**src/rtl/pc_fetch_unit_if.sv**
```systemverilog
// rtl/pc_fetch_unit_if.sv - instruction-memory req/ready fetch bus
interface pc_fetch_unit_if;
  logic        req;
  logic [31:0] addr;
  logic        ready;
  logic [31:0] rdata;

  modport master (output req, output addr, input ready, input rdata);
  modport slave  (input req, input addr, output ready, output rdata);
endinterface

```
**src/rtl/pc_fetch_unit.sv**
```systemverilog
// rtl/pc_fetch_unit.sv - PC, instruction fetch and instruction register
// FETCH_PERF_EN adds perf_fetches_o / perf_waits_o event counters.
module pc_fetch_unit #(
  parameter logic [31:0] RESET_PC = 32'h0000_0000,
  parameter int unsigned MAX_WAIT = 15
) (
  input  logic               clk_i,
  input  logic               rst_i,
  input  logic               next_pc_i,
  input  logic               jmp_i,
  input  logic               branch_i,
  input  logic               zero_i,
  pc_fetch_unit_if.master    imem,
  output logic [31:0]        instr_o,
  output logic [5:0]         op_o,
  output logic               instr_valid_o,
  output logic [31:0]        pc_o,
  output logic               fetch_err_o
`ifdef FETCH_PERF_EN
  ,
  output logic [31:0]        perf_fetches_o,
  output logic [31:0]        perf_waits_o
`endif
);

  typedef enum logic [1:0] {S_IDLE, S_REQ, S_WAIT, S_HOLD} state_t;

  localparam logic [7:0] MAX_WAIT_C = 8'(MAX_WAIT);

  state_t      state_q, state_d;
  logic [31:0] pc_q, pc_d;
  logic [31:0] instr_q, instr_d;
  logic [7:0]  wait_q, wait_d;
  logic        err_q, err_d;
  logic [31:0] p4;
  logic [31:0] br_off;
  logic        fetching;
  logic        latch;

  assign p4       = pc_q + 32'd4;
  assign br_off   = {{14{instr_q[15]}}, instr_q[15:0], 2'b00};
  assign fetching = (state_q == S_REQ) || (state_q == S_WAIT);
  assign latch    = fetching && imem.ready;

  always_ff @(posedge clk_i or posedge rst_i) begin
    if (rst_i) begin
      state_q <= S_IDLE;
      pc_q    <= RESET_PC;
      instr_q <= 32'd0;
      wait_q  <= 8'd0;
      err_q   <= 1'b0;
    end else begin
      state_q <= state_d;
      pc_q    <= pc_d;
      instr_q <= instr_d;
      wait_q  <= wait_d;
      err_q   <= err_d;
    end
  end

  always_comb begin
    state_d = state_q;
    pc_d    = pc_q;
    instr_d = instr_q;
    wait_d  = wait_q;
    err_d   = err_q;
    case (state_q)
      S_IDLE: begin
        state_d = S_REQ;
        wait_d  = 8'd0;
      end
      S_REQ, S_WAIT: begin
        if (imem.ready) begin
          instr_d = imem.rdata;
          state_d = S_HOLD;
          wait_d  = 8'd0;
        end else begin
          state_d = S_WAIT;
          if (state_q == S_REQ)
            wait_d = 8'd1;
          else if (wait_q != 8'hFF)
            wait_d = wait_q + 8'd1;
          // The error is sticky; the fetch keeps waiting for the memory.
          if (wait_d >= MAX_WAIT_C)
            err_d = 1'b1;
        end
      end
      S_HOLD: begin
        if (next_pc_i) begin
          state_d = S_REQ;
          if (jmp_i)
            pc_d = {p4[31:28], instr_q[25:0], 2'b00};
          else if (branch_i && zero_i)
            pc_d = p4 + br_off;
          else
            pc_d = p4;
        end
      end
      default: state_d = S_IDLE;
    endcase
  end

  // Request is decoded from state so an async reset drops it immediately.
  assign imem.req      = fetching;
  assign imem.addr     = pc_q;
  assign instr_o       = instr_q;
  assign op_o          = instr_q[31:26];
  assign instr_valid_o = (state_q == S_HOLD);
  assign pc_o          = pc_q;
  assign fetch_err_o   = err_q;

`ifdef FETCH_PERF_EN
  logic [31:0] perf_fetches_q;
  logic [31:0] perf_waits_q;

  always_ff @(posedge clk_i or posedge rst_i) begin
    if (rst_i) begin
      perf_fetches_q <= 32'd0;
      perf_waits_q   <= 32'd0;
    end else begin
      if (latch)
        perf_fetches_q <= perf_fetches_q + 32'd1;
      if (state_q == S_WAIT)
        perf_waits_q <= perf_waits_q + 32'd1;
    end
  end

  assign perf_fetches_o = perf_fetches_q;
  assign perf_waits_o   = perf_waits_q;
`else
  logic unused_latch;
  assign unused_latch = latch;
`endif

endmodule

```
**src/flat_wrapper.sv**
```systemverilog
// flat-port wrapper written by rule: the top's interface ports become plain ports
module pc_fetch_unit_flat 
#(
  parameter logic [31:0] RESET_PC = 32'h0000_0000,
  parameter int unsigned MAX_WAIT = 15
)
  (clk_i, rst_i, next_pc_i, jmp_i, branch_i, zero_i, instr_o, op_o, instr_valid_o, pc_o, fetch_err_o, imem_req, imem_addr, imem_ready, imem_rdata);
  pc_fetch_unit_if imem_i ();
  input  logic clk_i;
  input  logic rst_i;
  input  logic next_pc_i;
  input  logic jmp_i;
  input  logic branch_i;
  input  logic zero_i;
  output logic [31:0] instr_o;
  output logic [5:0] op_o;
  output logic instr_valid_o;
  output logic [31:0] pc_o;
  output logic fetch_err_o;
  output wire logic [$bits(imem_i.req)-1:0] imem_req;
  output wire logic [$bits(imem_i.addr)-1:0] imem_addr;
  input wire logic [$bits(imem_i.ready)-1:0] imem_ready;
  input wire logic [$bits(imem_i.rdata)-1:0] imem_rdata;
  assign imem_req = imem_i.req;
  assign imem_addr = imem_i.addr;
  assign imem_i.ready = imem_ready;
  assign imem_i.rdata = imem_rdata;
  pc_fetch_unit #(.RESET_PC(RESET_PC), .MAX_WAIT(MAX_WAIT)) u_core (.clk_i(clk_i), .rst_i(rst_i), .next_pc_i(next_pc_i), .jmp_i(jmp_i), .branch_i(branch_i), .zero_i(zero_i), .imem(imem_i), .instr_o(instr_o), .op_o(op_o), .instr_valid_o(instr_valid_o), .pc_o(pc_o), .fetch_err_o(fetch_err_o));
endmodule
```
**config.mk**
```make
export PLATFORM = sky130hd
export DESIGN_NAME = pc_fetch_unit_flat
export DESIGN_NICKNAME = d
export VERILOG_FILES = /design/src/rtl/pc_fetch_unit_if.sv /design/src/rtl/pc_fetch_unit.sv /design/src/flat_wrapper.sv
export SDC_FILE = /design/constraint.sdc
export NUM_CORES = 1
export LEC_CHECK = 0
export ABC_AREA = 1
export CORE_ASPECT_RATIO = 1.5
export CORE_MARGIN = 2
export CORE_UTILIZATION = 30
export CTS_CLUSTER_SIZE = 28
export DETAILED_ROUTE_END_ITERATION = 7
export PLACE_DENSITY_LB_ADDON = 0.1
export REMOVE_ABC_BUFFERS = 1
export SYNTH_ARGS = -nofsm -noshare
export SYNTH_HDL_FRONTEND = slang
export SYNTH_SLANG_ARGS = --single-unit
```
**constraint.sdc**
```tcl
create_clock -name clk_i -period 6.7 [get_ports clk_i]
set_clock_uncertainty 0.1 [all_clocks]
set_input_delay 1.675 -clock clk_i [delete_from_list [all_inputs] [get_ports clk_i]]
set_output_delay 1.675 -clock clk_i [all_outputs]
set_load 0.05 [all_outputs]
```
==> results of run 1 <==
## cell type report
cell class / count / area (µm²) / area share, %
Sequential cell: 73 / 1827 / 21.02
Tap cell: 280 / 350.3 / 4.032
Multi-Input combinational cell: 819 / 4285 / 49.32
Clock buffer: 10 / 229.0 / 2.635
Clock inverter: 6 / 35.03 / 0.4032
Timing Repair Buffer: 144 / 1429 / 16.44
Inverter: 142 / 534.3 / 6.148
## kinds of logic (layout without fill, tap and decap cells)
| logic type | after synthesis | count (layout) | synth area share (%) |
|---|---|---|---|
| xor+xnor | 22 | 22 | 2.964 |
| fa+ha+maj | 42 | 42 | 7.607 |
| flops | 73 | 73 | 26.07 |
| compound gates | 97 | 97 | 7.804 |
| buf+inv | 201 | 302 | 12.96 |
| mux | 30 | 30 | 4.821 |
| simple gates | 624 | 624 | 37.71 |
| other cells | 1 | 4 | 0.05352 |
## through the flow
step           setup slack [ns]  utilization (%)  instance area, µm²
6_report                  2.742            37.83                8690
3_5_place_dp              2.919            36.68                8426
3_3_place_gp              2.925            36.68                8426
4_1_cts                   2.687            37.83                8690
5_1_grt                   2.648            37.83                8690
2_1_floorplan             3.072                -                6643
## worst reg2reg max path, delay by kind of cell (launching register included)
| kind | cells | cell delay [ns] |
|---|---|---|
| compound gates | 1 | 0.19 |
| xor+xnor | 1 | 0.34 |
| fa+ha+maj | 1 | 0.31 |
| flops | 1 | 0.53 |
| simple gates | 12 | 1.90 |
## placed cells by master, fill, tap and decap left out, types with 3 or more instances in the layout
cell / count
nor2_2: 6
o22ai_1: 10
conb_1: 4
nor3_1: 10
a21o_1: 5
nand3_1: 88
dfrtp_1: 73
clkbuf_16: 9
buf_4: 5
nand2_2: 6
nand2_1: 363
xor2_1: 18
or2_2: 4
inv_1: 138
o21bai_1: 6
nor2_1: 114
nand3b_1: 5
o21ai_0: 27
mux2_2: 30
clkinv_2: 5
nand4_1: 14
a21oi_1: 39
ha_1: 41
clkdlybuf4s50_1: 139
nor3b_1: 3
## layer usage
layer	part of all wire (%)	up-vias	track usage [%]
met3	3.2	38	2.883
met2	51	141	36.49
met1	42	3240	23.89
met5	0	-	0
met4	3.7	0	8.863
li1	-	3623	-
## sequential cells by signal, indices dropped and copies added (netlist names)
| name | cells |
|---|---|
| u_core.fetch_err_o | 1 |
| u_core.imem.addr | 30 |
| u_core.instr_o | 32 |
| u_core.state_q | 2 |
| u_core.wait_q | 8 |
## worst max path at each step
stage | start | endpoint | slack [ns] | cells after the start
after global routing | u_core.instr_o[15]$_DFFE_PP0P_ | instr_o[15] | 2.65 | 1
after global placement | jmp_i | u_core.imem.addr[5]$_DFFE_PP0P_ | 2.93 | 6
after floorplan | rst_i | u_core.fetch_err_o$_DFFE_PP0P_ | 3.07 | 1
after CTS | u_core.instr_o[15]$_DFFE_PP0P_ | instr_o[15] | 2.69 | 1
final | u_core.instr_o[15]$_DFFE_PP0P_ | instr_o[15] | 2.74 | 1
after detailed placement | jmp_i | u_core.imem.addr[5]$_DFFE_PP0P_ | 2.92 | 6
==> impl_results.md, run 1 <==
- Status: finished, final reports clean
- Root cell of the clock tree: clkbuf_16
- Worst r2r src: u_core.imem.addr[12]$_DFFE_PP0P_
- Fill cell count: 2533
- YS warnings: 0
- Syn Area/Cell: 6.428 µm²
- Routed vias: 7042
- Cell area after synthesis: 7007 µm²
- Setup TNS: 0 ns
- Slowest cell on crit path: clkdlybuf4s50_1
- Yosys cell types: 42
- Area leader, netlist: dfrtp_1
- Slew headroom: 38.87%
- Final setup vio count: 0
- CTS tree: yes
- Max-cap violations: 0
- Dpl hpwl: 19370 µm
- Dpl cells: 1458
- Async set-or-reset flop fraction in the synthesized netlist: 100.0%
- Hold path start: u_core.fetch_err_o$_DFFE_PP0P_
- Seq/Total Area, Yosys: 26.07%
- First-pass GRT wire length: 37890 µm
- Worst path max stage delay: 0.94 ns
- Buffers and inverters on the worst path: 1
- Initial antenna violation count: 0
- Final wirelength: 24310 µm
- Synth cell count leaders: 364 x nand2_1, 139 x inv_1, 114 x nor2_1
- Die width: 128.8 µm
- H-Tree Depth: 3
- Final Hold Fails: 0
- Max Slew Vio Count: 0
- Top FF cell, synth: dfrtp_1
- CP cell instances: clkdlybuf4s50_1
- Avg WL per Cell: 16.49 µm
- Pre-antenna DRT Iters: 5
- Iter 0 DRT Violations: 339
- # DRC: 0
- Clock latency on the worst-skew pair: 0.36 ns
- CP Capture Type: output port
- Period utilization: 59.07%
- FF-to-FF End: u_core.imem.addr[14]$_DFFE_PP0P_
- Worst r2r path cells: 15
- IO Count: 144
- Clock slew at reported path FFs: 0.07 ns
- Hold Buf Count CTS: 0
- Hold slack final: 0.3928 ns
- Core area: 22970 µm²
- EDFF count, synth: 0
- WP data arrival: 2.18 ns
- Flop and latch count out of synthesis: 73
- Max Fclk: 252.7 MHz
- GR Overflow Total: 0
- Gpl congestion: 0.8654
- Area grow syn2layout: 24.02%
- Hold Path Class: register to register
- Slew @ Worst Pin: 0.9137 ns
- Vias in the first global route: 6972
- Inserted Clock Buffers: 9
- Initial Util: 30.50%
- Post-route insts no fill: 1474
- Total GRT Usage: 20.36%
- Port-buffer cells: 139
- Most common cell in the synthesized netlist: nand2_1
- Post-layout min period: 3.958 ns
- CTS resizes: 0
- Setup bufs post-CTS: 0
- Layout cells sized above 1: 6.784%
- Synth top area share: 26.07%
- Worst EP required: 4.93 ns
- Hold path endpoint: u_core.fetch_err_o$_DFFE_PP0P_
- Vias per cell: 4.777
- Reg-to-reg slack, setup: 3.23 ns
- CP startpoint kind: register
- Num rows: 68
- Critical path class: register to output port
- CTS Sinks: 73
- Pin count of the biggest net entering global routing: 64
- Area contributors post-synth: dfrtp_1 26%, nand2_1 20%, inv_1 7.4%
- CP max FO: 23
- Max clock buf depth: 2
- RSZ-0062 raised after global routing: no
- Die area: 24620 µm²
- Worst path top cell family by delay: buffers and inverters
- Worst hold path depth: 2
- Syn Inst Count: 1090
- # nets final: 1270
- Number of routed nets with antenna violations: 0
- Diode count: 0
- Die H: 191.2 µm
Power of run 1 is left out: the tool's default activity adds up to more than one toggle a clock period on the data nets, which glitch-free logic cannot reach.
==> run 2: changes to the inputs <==
Clock period 6.7 ns to 4 ns, I/O delays scaled along.
==> impl_results.md, run 2 (synthesized netlist as in run 1, its figures left out) <==
- Status: finished, final reports clean
- RSZ-0062 raised after global routing: no
- Final setup vio count: 0 (unchanged)
- CTS Sinks: 73 (unchanged)
- Max reg flops: 32 (unchanged)
- Area grow syn2layout: 25.23%
- Max clock buf depth: 2 (unchanged)
- Vias per cell: 4.847 (+1.4%)
- Pre-antenna DRT Iters: 5 (unchanged)
- Max-cap violations: 0 (unchanged)
- Worst r2r src: u_core.imem.addr[10]$_DFFE_PP0P_
- Final Hold Fails: 0 (unchanged)
- Dpl hpwl: 20330 µm (+5.0%)
- Clock latency on the worst-skew pair: 0.35 ns (about the same)
- Die H: 191.2 µm (unchanged)
- # DRC: 0 (unchanged)
- Iter 0 DRT Violations: 389 (+15%)
- Slew @ Worst Pin: 0.8950 ns (-0.01869 ns)
- Max Slew Vio Count: 0 (unchanged)
- CTS resizes: 0 (unchanged)
- H-Tree Depth: 3 (unchanged)
- Initial antenna violation count: 0 (unchanged)
- Gpl congestion: 0.8892 (+2.8%)
- Worst EP required: 4.14 ns (-0.79 ns)
- Hold Buf Count CTS: 0 (unchanged)
- Commonest non-fill, non-tap cell in the layout: nand2_1
- Core area: 22970 µm² (unchanged)
- Initial Util: 30.50% (unchanged)
- Number of routed nets with antenna violations: 0 (unchanged)
- Max Fclk: 267.0 MHz
- Avg WL per Cell: 17.15 µm (+4.0%)
- Pin count of the biggest net entering global routing: 52 (-19%)
- Layout cells sized above 1: 7.006% (+0.22 points)
- Root cell of the clock tree: clkbuf_16
- Commonest non-fill, non-tap cells in the layout: 363 x nand2_1, 139 x clkdlybuf4s50_1, 138 x inv_1, 114 x nor2_1, 88 x nand3_1
- Period utilization: 93.62%
- Inserted Clock Buffers: 9 (unchanged)
- WP data arrival: 3.89 ns (+1.71 ns)
- First-pass GRT wire length: 39790 µm (+5.0%)
- # nets final: 1276 (+0.47%)
- CP Capture Point: u_core.imem.addr[14]$_DFFE_PP0P_
- Source of the critical timing path: u_core.imem.addr[10]$_DFFE_PP0P_
- Num rows: 68 (unchanged)
- Post-layout min period: 3.745 ns
- Diode count: 0 (unchanged)
- Routed vias: 7168 (+1.8%)
- Worst r2r path cells: 15 (unchanged)
- CP Capture Type: register
- Hold Path Class: register to register
- Critical path class: register to register
- Vias in the first global route: 7208 (+3.4%)
- CP max FO: 6 (-74%)
- GR Overflow Total: 0 (unchanged)
- Slew headroom: 40.12% (+1.3 points)
- Clock slew at reported path FFs: 0.06 ns (about the same)
- Total GRT Usage: 21.39% (+1.0 points)
- Final wirelength: 25360 µm (+4.3%)
- Die width: 128.8 µm (unchanged)
- Reg-to-reg slack, setup: 0.26 ns (-2.97 ns)
- Die area: 24620 µm² (unchanged)
- FF-to-FF End: u_core.imem.addr[14]$_DFFE_PP0P_
- Port-buffer cells: 139 (unchanged)
- Setup bufs post-CTS: 0 (unchanged)
- CP startpoint kind: register
- IO Count: 144 (unchanged)
- Setup TNS: 0 ns (unchanged)
- CTS tree: yes
[run 2: cell count changes in the layout (fill, tap and decap cells not counted), sizes merged]
cell      change
clkinv        -3
clkinvlp      -1
bufinv        +1
clkbuf        +2
buf           +6
[run 2: worst min path at each step]
stage / startpoint / to / slack, ns / cells after the start
after detailed placement: u_core.fetch_err_o$_DFFE_PP0P_ / u_core.fetch_err_o$_DFFE_PP0P_ / 0.35 / 2
after CTS: u_core.fetch_err_o$_DFFE_PP0P_ / u_core.fetch_err_o$_DFFE_PP0P_ / 0.38 / 2
after global placement: u_core.fetch_err_o$_DFFE_PP0P_ / u_core.fetch_err_o$_DFFE_PP0P_ / 0.36 / 2
after floorplan: u_core.wait_q[2]$_DFFE_PP0P_ / u_core.wait_q[2]$_DFFE_PP0P_ / 0.44 / 2
after global routing: u_core.fetch_err_o$_DFFE_PP0P_ / u_core.fetch_err_o$_DFFE_PP0P_ / 0.39 / 2
final: u_core.fetch_err_o$_DFFE_PP0P_ / u_core.fetch_err_o$_DFFE_PP0P_ / 0.37 / 2
[run 2: worst max-delay path, stage by stage, from the launching register on]
cell and delay [ns]:
dfrtp_1 0.47, nand2_1 0.13, nor2_1 0.34, nand2_1 0.09, nor2_1 0.48, xor2_1 0.31
ha_1 0.30, nand2_1 0.07, nand2_1 0.07, o21bai_1 0.20, nand3b_1 0.39, or2_2 0.39
nand3_1 0.07, nand3_1 0.06, nand2_1 0.08, nand2_1 0.05
[run 2: through the flow]
step | std cells | hold WS, ns | setup slack [ns] | util (%) | instance area (µm²)
after detailed placement | 1464 | 0.3480 | 0.4152 | 36.98 | 8496
after CTS | 1479 | 0.3765 | 0.3793 | 38.20 | 8775
after global routing | 1479 | 0.3941 | 0.009847 | 38.20 | 8775
final | 1479 | 0.3701 | 0.2552 | 38.20 | 8775
after global placement | 1464 | 0.3581 | 0.3833 | 36.98 | 8496
after floorplan | 1034 | 0.4414 | 0.5619 | - | 6643
[run 2: cell type report]
class | instances | area, µm²
fill | 2482 | 14200
multi-input combinational | 819 | 4285
sequential | 73 | 1827
timing repair buffer | 150 | 1499
inverter | 142 | 534.3
tap | 280 | 350.3
clock buffer | 12 | 236.5
clock inverter | 3 | 42.54
[run 2: routing by layer]
metal | track usage, % | part of all wire, %
met2 | 38.24 | 51
met3 | 2.911 | 4.0
met1 | 24.59 | 41
met5 | 0 | 0
met4 | 10.91 | 4.9
Power of run 2 is left out for the same reason.
==> run 3: changes to the inputs <==
Clock period 4 ns to 4.1 ns, I/O delays scaled along.
==> impl_results.md, run 3 (synthesized netlist as in run 1, its figures left out) <==
- Status: finished, final reports clean
- Number of routed nets with antenna violations: 0 (unchanged)
- Hold Buf Count CTS: 0 (unchanged)
- Iter 0 DRT Violations: 380 (-2.3%)
- Period utilization: 90.91% (-2.7 points)
- Initial Util: 30.50% (unchanged)
- Num rows: 68 (unchanged)
- Routed vias: 7179 (+0.15%)
- H-Tree Depth: 3 (unchanged)
- Gpl congestion: 0.9160 (+3.0%)
- Hold path start: u_core.fetch_err_o$_DFFE_PP0P_
- Setup bufs post-CTS: 0 (unchanged)
- Commonest non-fill, non-tap cell in the layout: nand2_1
- Worst path max stage delay: 0.46 ns (-0.02 ns)
- Core area: 22970 µm² (unchanged)
- CP startpoint kind: register
- CTS Sinks: 73 (unchanged)
- Worst r2r src: u_core.imem.addr[10]$_DFFE_PP0P_
- Setup WS pre-CTS: 0.4801 ns (+0.06491 ns)
- Final setup vio count: 0 (unchanged)
- WP data arrival: 3.88 ns (about the same)
- Port-buffer cells: 139 (unchanged)
- # DRC: 0 (unchanged)
- Inserted Clock Buffers: 9 (unchanged)
- Area grow syn2layout: 24.98%
- CP max FO: 6 (unchanged)
- Post-layout min period: 3.728 ns (-0.01730 ns)
- Dpl hpwl: 20110 µm (-1.1%)
- CP Capture Type: register
- Pre-antenna DRT Iters: 7 (+2)
- Total GRT Usage: 21.27% (-0.12 points)
- Final Hold Fails: 0 (unchanged)
- Post-layout utilization of the core: 38.12% (-0.076 points)
- Initial antenna violation count: 0 (unchanged)
- Final wirelength: 25380 µm (about the same)
- Pin count of the biggest net entering global routing: 74 (+42%)
- Die width: 128.8 µm (unchanged)
- Worst path top cell family by delay: simple AND/OR/NAND/NOR gates
- Source of the critical timing path: u_core.imem.addr[10]$_DFFE_PP0P_
- Hold path endpoint: u_core.fetch_err_o$_DFFE_PP0P_
- Max reg flops: 32 (unchanged)
- Slew @ Worst Pin: 0.9012 ns (+0.006145 ns)
- First-pass GRT wire length: 39540 µm (-0.64%)
- # nets final: 1273 (-0.24%)
- Storage cell area: 1827 µm² (unchanged)
- CTS resizes: 0 (unchanged)
- Buffers and inverters on the worst path: 0 (unchanged)
- Diode count: 0 (unchanged)
- Crit path top cell by count: nand2_1
- Max-cap violations: 0 (unchanged)
- Multi-input logic area: 4285 µm² (unchanged)
- Slew headroom: 39.71% (-0.41 points)
- Commonest non-fill, non-tap cells in the layout: 363 x nand2_1, 139 x clkdlybuf4s50_1, 138 x inv_1, 114 x nor2_1, 88 x nand3_1
- Root cell of the clock tree: clkbuf_16
- Setup TNS: 0 ns (unchanged)
- CP cell instances: nand2_1 > nor2_1 > nand2_1 > nor2_1 > xor2_1 > ha_1 > nand2_1 > nand2_1 > o21bai_1 > nand3b_1 > or2_2 > nand3_1 > nand3_1 > nand2_1 > nand2_1
- Worst hold path depth: 2 (unchanged)
- Hold Path Class: register to register
- Max Slew Vio Count: 0 (unchanged)
- FF-to-FF End: u_core.imem.addr[14]$_DFFE_PP0P_
- Final Worst Setup Slack: 0.3725 ns (+0.1173 ns)
- Worst r2r path cells: 15 (unchanged)
- GR Overflow Total: 0 (unchanged)
- Vias in the first global route: 7082 (-1.7%)
- Die area: 24620 µm² (unchanged)
- Clock latency on the worst-skew pair: 0.36 ns (about the same)
- Critical path class: register to register
- Slowest cell on crit path: dfrtp_1
- Layout cells sized above 1: 7.018% (+0.012 points)
- Reg-to-reg slack, setup: 0.37 ns (+0.12 ns)
- Placed inst area: 8473 µm² (-0.27%)
- Worst EP required: 4.25 ns (+0.11 ns)
- Die H: 191.2 µm (unchanged)
- Fill cell count: 2582 (+4.0%)
- CTS tree: yes
- Max Fclk: 268.3 MHz (+0.46%)
- Clock slew at reported path FFs: 0.06 ns (about the same)
- IO Count: 144 (unchanged)
- Fin area: 8757 µm² (-0.20%)
- Vias per cell: 4.861 (+0.29%)
- Avg WL per Cell: 17.18 µm (+0.22%)
- Max clock buf depth: 2 (unchanged)
- RSZ-0062 raised after global routing: no
-- run 3: worst reg2reg max path, cell delays in order, from the launching register on --
cell and delay (ns):
dfrtp_1 0.46, nand2_1 0.12, nor2_1 0.34, nand2_1 0.09, nor2_1 0.42, xor2_1 0.37, ha_1 0.32, nand2_1 0.07
nand2_1 0.07, o21bai_1 0.20, nand3b_1 0.38, or2_2 0.38, nand3_1 0.08, nand3_1 0.07, nand2_1 0.09, nand2_1 0.06
-- run 3: layout make-up --
| type | count | area share [%] |
|---|---|---|
| Clock buffer | 12 | 2.929 |
| Clock inverter | 4 | 0.3143 |
| Inverter | 142 | 6.101 |
| Multi-Input combinational cell | 819 | 48.94 |
| Sequential cell | 73 | 20.86 |
| Tap cell | 280 | 4.001 |
| Timing Repair Buffer | 147 | 16.86 |
-- run 3: how the worst max path moves through the flow --
stage | end | slack, ns | cells past startpoint
after CTS | u_core.imem.addr[14]$_DFFE_PP0P_ | 0.45 | 15
final | u_core.imem.addr[14]$_DFFE_PP0P_ | 0.37 | 15
after floorplan | u_core.imem.addr[31]$_DFFE_PP0P_ | 0.66 | 19
after detailed placement | u_core.imem.addr[14]$_DFFE_PP0P_ | 0.48 | 15
after global routing | u_core.imem.addr[14]$_DFFE_PP0P_ | 0.23 | 15
after global placement | u_core.imem.addr[14]$_DFFE_PP0P_ | 0.48 | 15
-- run 3: metal layers --
| layer | GRT usage [%] | up-vias | wire length, µm | share of wire (%) |
|---|---|---|---|---|
| met2 | 38.12 | 161 | 13010 | 51 |
| li1 | - | 3624 | - | - |
| met1 | 24.99 | 3351 | 10600 | 42 |
| met4 | 9.824 | 0 | 980 | 3.9 |
| met5 | 0 | - | 0 | 0 |
| met3 | 2.575 | 43 | 787 | 3.1 |
-- run 3: metrics by stage --
step	std cells	hold slack, ns
floorplan	1034	0.4414
global placement	1461	0.3600
detailed placement	1461	0.3587
CTS	1477	0.3809
global route	1477	0.3987
finish	1477	0.3734
Power of run 3 is left out for the same reason.
